<file path="config.mk">
export PLATFORM = sky130hd
export DESIGN_NAME = br_update_queue
export DESIGN_NICKNAME = d
export VERILOG_FILES = /design/src/rtl/br_update_queue_pkg.sv /design/src/rtl/br_update_queue_entry_gen.sv /design/src/rtl/br_update_queue.sv
export SDC_FILE = /design/constraint.sdc
export NUM_CORES = 1
export LEC_CHECK = 0
export ABC_AREA = 1
export BUFFER_PORTS_ARGS = -buffer_cell sky130_fd_sc_hd__buf_2
export CAP_MARGIN = 20
export CORE_UTILIZATION = 50
export DETAILED_ROUTE_END_ITERATION = 10
export PLACE_DENSITY = 0.7
export SLEW_MARGIN = 20
export SYNTH_ARGS = -nofsm -noshare
export SYNTH_HDL_FRONTEND = slang
export SYNTH_HIERARCHICAL = 1
export SYNTH_SLANG_ARGS = --single-unit
</file>
<file path="constraint.sdc">
create_clock -name clk -period 4.9 [get_ports clk]
set_clock_uncertainty 0.05 [all_clocks]
set_input_delay 0.245 -clock clk [delete_from_list [all_inputs] [get_ports clk]]
set_output_delay 0.245 -clock clk [all_outputs]
set_load 0.01 [all_outputs]
</file>
<file path="src/rtl/br_update_queue_pkg.sv">
// Shared fetch-unit types for the branch update path.
// Holds the PHT/history geometry constants used by the predictor and the
// BrUpdateEntry record. The queue stores one BrUpdateEntry per resolved branch
// and the predictor consumes it on its update port.
// Contents:
//   BR_INDEX_WIDTH / BR_HIST_WIDTH / BR_CTR_WIDTH : predictor table geometry
//   BrUpdateEntry : one precomputed predictor update
//   satCounter    : saturating up/down step of a 2-bit-style counter
package br_update_queue_pkg;

  localparam int BR_INDEX_WIDTH = 8;
  localparam int BR_HIST_WIDTH  = 4;
  localparam int BR_CTR_WIDTH   = 2;

  typedef struct packed {
    logic [BR_INDEX_WIDTH-1:0] index;
    logic [BR_HIST_WIDTH-1:0]  hist;
    logic [BR_CTR_WIDTH-1:0]   ctr;
    logic                      histWE;
    logic [BR_HIST_WIDTH-1:0]  histVal;
  } BrUpdateEntry;

  // Counter moves one step toward the resolved direction and sticks at the rails.
  function automatic logic [BR_CTR_WIDTH-1:0] satCounter(
    input logic [BR_CTR_WIDTH-1:0] prev,
    input logic                    taken
  );
    logic [BR_CTR_WIDTH-1:0] next;
    next = prev;
    if (taken) begin
      if (prev != '1) next = prev + 1'b1;
    end else begin
      if (prev != '0) next = prev - 1'b1;
    end
    return next;
  endfunction

endpackage

</file>
<file path="src/rtl/br_update_queue_entry_gen.sv">
// br_update_entry_gen: turns one resolved branch lane into a predictor update.
// Purely combinational; one instance per execution lane.
// Ports:
//   addr      in  branch address
//   taken     in  resolved direction
//   mispred   in  resolved mispredict
//   isCondBr  in  conditional branch flag
//   prevHist  in  local history used at prediction time
//   prevCtr   in  counter value used at prediction time
//   entry     out precomputed update (index, hist, new ctr, history repair)
module br_update_entry_gen
  import br_update_queue_pkg::*;
#(
  parameter int ADDR_WIDTH   = 32,
  parameter int INSN_SHIFT   = 2,
  parameter int INDEX_OFFSET = 0
) (
  input  logic [ADDR_WIDTH-1:0]    addr,
  input  logic                     taken,
  input  logic                     mispred,
  input  logic                     isCondBr,
  input  logic [BR_HIST_WIDTH-1:0] prevHist,
  input  logic [BR_CTR_WIDTH-1:0]  prevCtr,
  output BrUpdateEntry             entry
);

  localparam int INDEX_LSB = INSN_SHIFT + INDEX_OFFSET;

  // Address bits outside the index window do not contribute to the update.
  logic unusedAddr;
  assign unusedAddr = ^addr;

  // Only a mispredicted conditional branch needs its local history repaired:
  // the speculative shift-in is replaced by the real outcome.
  always_comb begin
    entry         = '0;
    entry.index   = addr[INDEX_LSB +: BR_INDEX_WIDTH];
    entry.hist    = prevHist;
    entry.ctr     = satCounter(prevCtr, taken);
    entry.histWE  = mispred & isCondBr;
    if (entry.histWE) begin
      entry.histVal = {prevHist[BR_HIST_WIDTH-1:1], taken};
    end
  end

endmodule

</file>
<file path="src/rtl/br_update_queue.sv">
// br_update_queue: buffers resolved branch outcomes from the execution lanes
// and drains them one per cycle into the predictor's PHT/history update port.
// Counter saturation and history repair are computed at enqueue so the head
// entry is ready to write as-is.
// Optional feature macro: BR_UPDATE_DROP_COUNT_EN enables the 16-bit
// saturating dropped-result counter; otherwise dropCount is tied to 0.
// Ports:
//   clk, rstN          clock, asynchronous active-low reset
//   inValid..inPrevCtr per-lane branch results (IN_NUM lanes)
//   almostFull         fewer than IN_NUM free entries
//   outValid/outReady  head handshake toward the predictor
//   outIndex..outHistVal head entry fields
//   dropCount          saturating count of results lost to overflow
module br_update_queue
  import br_update_queue_pkg::*;
#(
  parameter int IN_NUM       = 2,
  parameter int DEPTH        = 8,
  parameter int ADDR_WIDTH   = 32,
  parameter int INSN_SHIFT   = 2,
  parameter int INDEX_OFFSET = 0,
  parameter int INDEX_WIDTH  = BR_INDEX_WIDTH,
  parameter int HIST_WIDTH   = BR_HIST_WIDTH,
  parameter int CTR_WIDTH    = BR_CTR_WIDTH
) (
  input  logic                             clk,
  input  logic                             rstN,
  input  logic [IN_NUM-1:0]                inValid,
  input  logic [IN_NUM-1:0][ADDR_WIDTH-1:0] inAddr,
  input  logic [IN_NUM-1:0]                inTaken,
  input  logic [IN_NUM-1:0]                inMispred,
  input  logic [IN_NUM-1:0]                inIsCondBr,
  input  logic [IN_NUM-1:0][HIST_WIDTH-1:0] inPrevHist,
  input  logic [IN_NUM-1:0][CTR_WIDTH-1:0]  inPrevCtr,
  output logic                             almostFull,
  output logic                             outValid,
  input  logic                             outReady,
  output logic [INDEX_WIDTH-1:0]           outIndex,
  output logic [HIST_WIDTH-1:0]            outHist,
  output logic [CTR_WIDTH-1:0]             outCtr,
  output logic                             outHistWE,
  output logic [HIST_WIDTH-1:0]            outHistVal,
  output logic [15:0]                      dropCount
);

  localparam int PTR_W = $clog2(DEPTH);
  localparam int CNT_W = PTR_W + 1;

  logic [PTR_W-1:0] head;
  logic [PTR_W-1:0] tail;
  logic [CNT_W-1:0] count;

  BrUpdateEntry storage [DEPTH];
  BrUpdateEntry laneEntry [IN_NUM];
  BrUpdateEntry headEntry;

  logic             deq;
  logic [CNT_W-1:0] freeSlots;
  logic [CNT_W-1:0] validSeen;
  logic [CNT_W-1:0] enqNum;
  logic [IN_NUM-1:0] laneAccept;
  logic [PTR_W-1:0] slotIdx [IN_NUM];

  // One entry generator per lane; all update math happens before storage.
  for (genvar g = 0; g < IN_NUM; g++) begin : genLane
    br_update_entry_gen #(
      .ADDR_WIDTH  (ADDR_WIDTH),
      .INSN_SHIFT  (INSN_SHIFT),
      .INDEX_OFFSET(INDEX_OFFSET)
    ) entryGen (
      .addr    (inAddr[g]),
      .taken   (inTaken[g]),
      .mispred (inMispred[g]),
      .isCondBr(inIsCondBr[g]),
      .prevHist(inPrevHist[g]),
      .prevCtr (inPrevCtr[g]),
      .entry   (laneEntry[g])
    );
  end

  assign outValid   = (count != '0);
  assign deq        = outValid & outReady;
  assign almostFull = (CNT_W'(DEPTH) - count) < CNT_W'(IN_NUM);

  // Lane compaction: each valid lane's slot offset is the number of valid lanes
  // ahead of it. Because acceptance is in lane order, a lane fits exactly when
  // that offset is below the free space left after this cycle's dequeue, so a
  // slot freed by the head is reusable on the same edge.
  always_comb begin
    freeSlots = CNT_W'(DEPTH) - count + CNT_W'(deq);
    validSeen = '0;
    enqNum    = '0;
    for (int i = 0; i < IN_NUM; i++) begin
      slotIdx[i]    = tail + validSeen[PTR_W-1:0];
      laneAccept[i] = inValid[i] && (validSeen < freeSlots);
      if (inValid[i]) validSeen = validSeen + 1'b1;
      if (laneAccept[i]) enqNum = enqNum + 1'b1;
    end
  end

  // Storage holds no reset; only entries between head and tail are meaningful.
  always_ff @(posedge clk) begin
    for (int i = 0; i < IN_NUM; i++) begin
      if (laneAccept[i]) storage[slotIdx[i]] <= laneEntry[i];
    end
  end

  // Pointers wrap naturally at DEPTH; count carries the extra bit for full.
  always_ff @(posedge clk or negedge rstN) begin
    if (!rstN) begin
      head  <= '0;
      tail  <= '0;
      count <= '0;
    end else begin
      head  <= head + PTR_W'(deq);
      tail  <= tail + enqNum[PTR_W-1:0];
      count <= count + enqNum - CNT_W'(deq);
    end
  end

  assign headEntry  = storage[head];
  assign outIndex   = headEntry.index;
  assign outHist    = headEntry.hist;
  assign outCtr     = headEntry.ctr;
  assign outHistWE  = headEntry.histWE;
  assign outHistVal = headEntry.histVal;

`ifdef BR_UPDATE_DROP_COUNT_EN
  logic [CNT_W-1:0] dropNum;
  logic [16:0]      dropSum;

  assign dropNum = validSeen - enqNum;
  assign dropSum = {1'b0, dropCount} + 17'(dropNum);

  // Diagnostic drop counter; sticks at all-ones instead of wrapping.
  always_ff @(posedge clk or negedge rstN) begin
    if (!rstN) begin
      dropCount <= '0;
    end else if (dropSum[16]) begin
      dropCount <= 16'hFFFF;
    end else begin
      dropCount <= dropSum[15:0];
    end
  end
`else
  assign dropCount = '0;
`endif

endmodule
</file>
# == Word-level counts from Yosys, hierarchy flattened ==
# Memories as Yosys holds them, arrays and structs flattened.
# Index checks and enable logic that the tools add are counted.
# classes
reduce_logical,5
n_eq_ne,2
order_cmp,3
addsub,12
bitwise_logic,3
mux,15
# ops
cell,n
$mux 2,6
$mux 4,3
$add 3x3->3,2
$mux 1,6
$add 2x1->2 const B,2
$add 4x1->4,1
$add 4x1->4 const B,1
$add 4x4->4,1
$lt 1x4->1 const A,1
$lt 4x2->1 const B,1
$lt 4x4->1,1
$ne 2x2->1 const B,2
$reduce_bool 2->1,2
$reduce_bool 4->1,1
$sub 2x1->2 const B,2
$sub 4x1->4,1
$sub 4x4->4 const A,1
$add 3x1->3,1
$and 1x1->1,3
$logic_and 1x1->1,2
# totals
regBits,10
ramBits,152
mem_count,1
wordCells,44
in_bits,87
out_inout_bits,37
# memory_table
name,depth,word_bits,read_ports,rd_ports_with_merged_regs,write_ports,line_no,text
storage,8,19,1,0,2,br_update_queue.sv:53,BrUpdateEntry storage [DEPTH];

# == Logic depth before layout (Yosys ltp) ==
# depth
ltp_word,10
ltp_mapped,24
ltp_nobuf,22

# == Hierarchy ==
# Netlist, hierarchy kept.
# modules_own_cells
module,instances,area_per_inst_um2,seq_area_each_um2,cells_per_inst
br_update_queue,1,9783.1,4814.6,1125
br_update_entry_gen,2,157.7,0.0,28

# == Worst setup path before layout ==
# No wires, ideal clock.
# synth_path
path_type,register to register
from,register count[0]
to,memory storage[0][0] (netlist name) (enable)
period_less_slack_ps,3642
required_ps,4429
path_stages_with_launch,11
setup_ps,421
arrival_ps,3170
path_buffers,0
path_slack_ps,1258
cell_sequence,dfrtp_1 > inv_1 > ha_1 > nand2_1 > and2_1 > ha_1 > ha_1 > xor2_2 > nand3_1 > nand2_1 > o21ai_0
# synth_rtl
item,line_no,text
from (decl),br_update_queue.sv:51,logic [CNT_W-1:0] count;
from (signal assigned),br_update_queue.sv:117,count <= count + enqNum - CNT_W'(deq);
to (decl),br_update_queue.sv:53,

# == Worst setup path in the final report ==
# layout_path
from,register count[0]
to,register count[2]
# layout_between
elab_chain_cells,10
elab_cells_between_ends,13
classes_between,5 x add/sub; 2 x order compare; 2 x mux; 1 x bitwise; 3 x reduce/logical
# layout_rtl
item,line_no
branches (longest 9 deep; another with $sub 4x4->4),n/a
$sub 4x1->4 *,br_update_queue.sv:117
# Mark *: on every way between the ends.

==> results.toml <==
[worst_setup_path]
crit_slowest_cell = "dfrtp_1"
end_kind = "flip-flop"
critical_path_depth = 18
rrSetupSlack_ps = 1020
slowest_delay_ps = 420
critPathTopFamily = "adder cells"
cpMostUsedCell = "ha_1"
cp_cell_sequence = "inv_1 > ha_1 > nand2_1 > and2_1 > ha_1 > ha_1 > a21oi_1 > nand3_4 > nand2_1 > inv_1 > ha_1 > inv_1 > ha_1 > inv_1 > ha_1 > inv_1 > fa_1 > xnor2_1"
crit_start = "count[0]$_DFF_PN0_"
rr_startpoint = "count[0]$_DFF_PN0_"
critPathMaxFanout = 32
startpoint_type = "flip-flop"
ff2ff_path_depth = 18
crit_type = "reg -> reg"
cp.required_ps = 5170
endpoint = "count[2]$_DFF_PN0_"
path_buf_inv = 5
r2r_end = "count[2]$_DFF_PN0_"
arrival_ps = 4150

[floorplan]
die_x_um = 144
fp-row-count = 51
coreArea_um2 = 19700
die_y_um = 144
io_pins = 124
die-area_um2 = 20800
initial_utilization_pct = 51.4

[clock_tree]
post-cts-setup-buffers = 0
ctsHoldBuffers = 1
cts_resized = 0
cts.clk_slew.worst_paths_ps = 60
clock_latency_ps = 430
cts_made_buffers = 17
cts_sinks = 162
cts_tree = "yes"
h-tree-depth = 4
ctsRootBufferMaster = "clkbuf_16"
clockBufferDepth = 2

[placement]
hpwl_mm = 16.3
gp_congestion = 0.820
port_buffers = 59
pre_cts_ws_ps = 1040

[detailed_routing]
highest_layer = "met5"
met2_length_mm = 13.9
first_pass_iters = 5
drt-initial-drc-count = 882
num_vias = 8336
drc = 0
ant_nets = 0
wl_met3_mm = 2.78
wl_per_cell_um = 20.2
routed_via_density = 5.91
wl_met1_mm = 11.0
routed_wl_mm = 28.5

[synthesis]
ys_ff_latch = 162
yosysWarningCount = 6
synth.top_cell.area_share_pct = 45.2
syn_inst = 1181
yosysTopAreaCell = "edfxtp_1"
ys_seq_area_share_pct = 47.7
avgSynthCellArea_um2 = 8.55
synth.cell_area_um2 = 10100
synthDistinctLibCells = 33
synth_area_leaders = "edfxtp_1 45%, nand2_1 14%, nand4_1 9.4%"

[timing]
rsz0062_at_grt = "no"
fmax_mhz = 257
worst_slack_ps = 1020
fin_crit_ps = 3880
max_slew_margin_pct = 27.3
tightest_slew_ps = 1090
slew_viol_final = 0
tns_ps = 0
hold_viol = 0
period_share_pct = 79.3
setup_violations = 0

[global_route]
grt_max_degree = 93
grt.overflow.total = 0
grt_pass1_vias = 7734
grt_usage_pct = 28.6
grt_pass1_wl_mm = 43.3
antenna_found_initial = 4

[power]
finalPower_mw = 7.13
leakage_nw = 4.50
p_per_area_nw_per_um2 = 682
peakVddDrop_mv = 0.729

[finish]
nets = 1237
final_common_cell = "nand2_1"
area_delta_synth_final_pct = 3.53
layout_common_cells = "380 x nand2_1, 152 x nand4_1, 152 x edfxtp_1"
drive_gt1_share_pct = 12.7
utilization_pct = 53.2

[run]
maxCapViolCount = 0

[hold_path]
hold_path.class = "in -> reg"
whs_path_depth = 3

[run_status]
outcome = "finished clean"
==> metrics by stage <==
step                      area, um^2  instances  hold WS, ps
after floorplan                10200       1196         -101
after global placement          9890       1378         73.5
after detailed placement        9890       1378         79.5
after CTS                      10500       1409          136
after global routing           10500       1411          155
final                          10500       1411          143
==> worst min-delay path: stages <==
cell and delay [ps]:
buf_2 160, nand2_1 70, nand2_1 50
==> final cells by class <==
type / instances / area (um^2)
clock buffer: 17 / 425
inverter: 38 / 143
tap: 265 / 332
clock inverter: 13 / 121
sequential: 162 / 4820
multi-input combinational: 823 / 4070
fill: 1825 / 9200
antenna: 2 / 5.00
timing repair buffer: 91 / 541
==> synth_stat cells (all sizes together) <==
library cell / count
conb: 1
buf: 148
nor3b: 1
fa: 2
nand3: 22
xor2: 3
clkbuf: 25
o32ai: 38
and2: 1
nand4: 152
o21ai: 50
dfrtp: 10
inv: 37
ha: 15
xnor2: 3
nand2: 386
nor2: 132
a21oi: 2
clkinv: 1
edfxtp: 152
==> cell families after synthesis <==
family | Yosys count | synth area share [%]
AND/OR/NAND/NOR | 694 | 30.5
buffers and inverters | 211 | 12.8
flip-flops | 162 | 47.7
AO/OA/AOI/OAI | 90 | 5.95
adder cells (fa/ha/maj) | 17 | 2.26
XOR/XNOR | 6 | 0.781
other | 1 | 0.0371
==> power by group <==
part | switching [mW] | internal (mW) | leakage, nW
sequential | 0.209 | 2.14 | 1.52
combinational | 2.51 | 1.00 | 2.72
clock | 0.535 | 0.734 | 0.270
total | 3.25 | 3.88 | 4.50
==> worst min path at each step <==
stage	start	end	slack, ps
6_report	inAddr[5]	storage[0][14]$_DFFE_PP_	140
5_1_grt	inAddr[5]	storage[2][14]$_DFFE_PP_	150
4_1_cts	inAddr[5]	storage[3][14]$_DFFE_PP_	140
3_5_place_dp	rstN	count[3]$_DFF_PN0_	80
3_3_place_gp	rstN	count[3]$_DFF_PN0_	70
2_1_floorplan	rstN	count[0]$_DFF_PN0_	-100
==> registers in the layout, indices dropped and copies added, names as in the netlist <==
register	flops
storage	152
head	3
tail	3
count	4
==> layer usage <==
| layer | GRT usage [%] | vias to the layer above |
|---|---|---|
| li1 | - | 3917 |
| met1 | 35.6 | 3883 |
| met2 | 47.7 | 469 |
| met3 | 6.29 | 63 |
| met4 | 12.8 | 4 |
| met5 | 0 | - |
No activity file was read; power rests on OpenSTA's default activity.
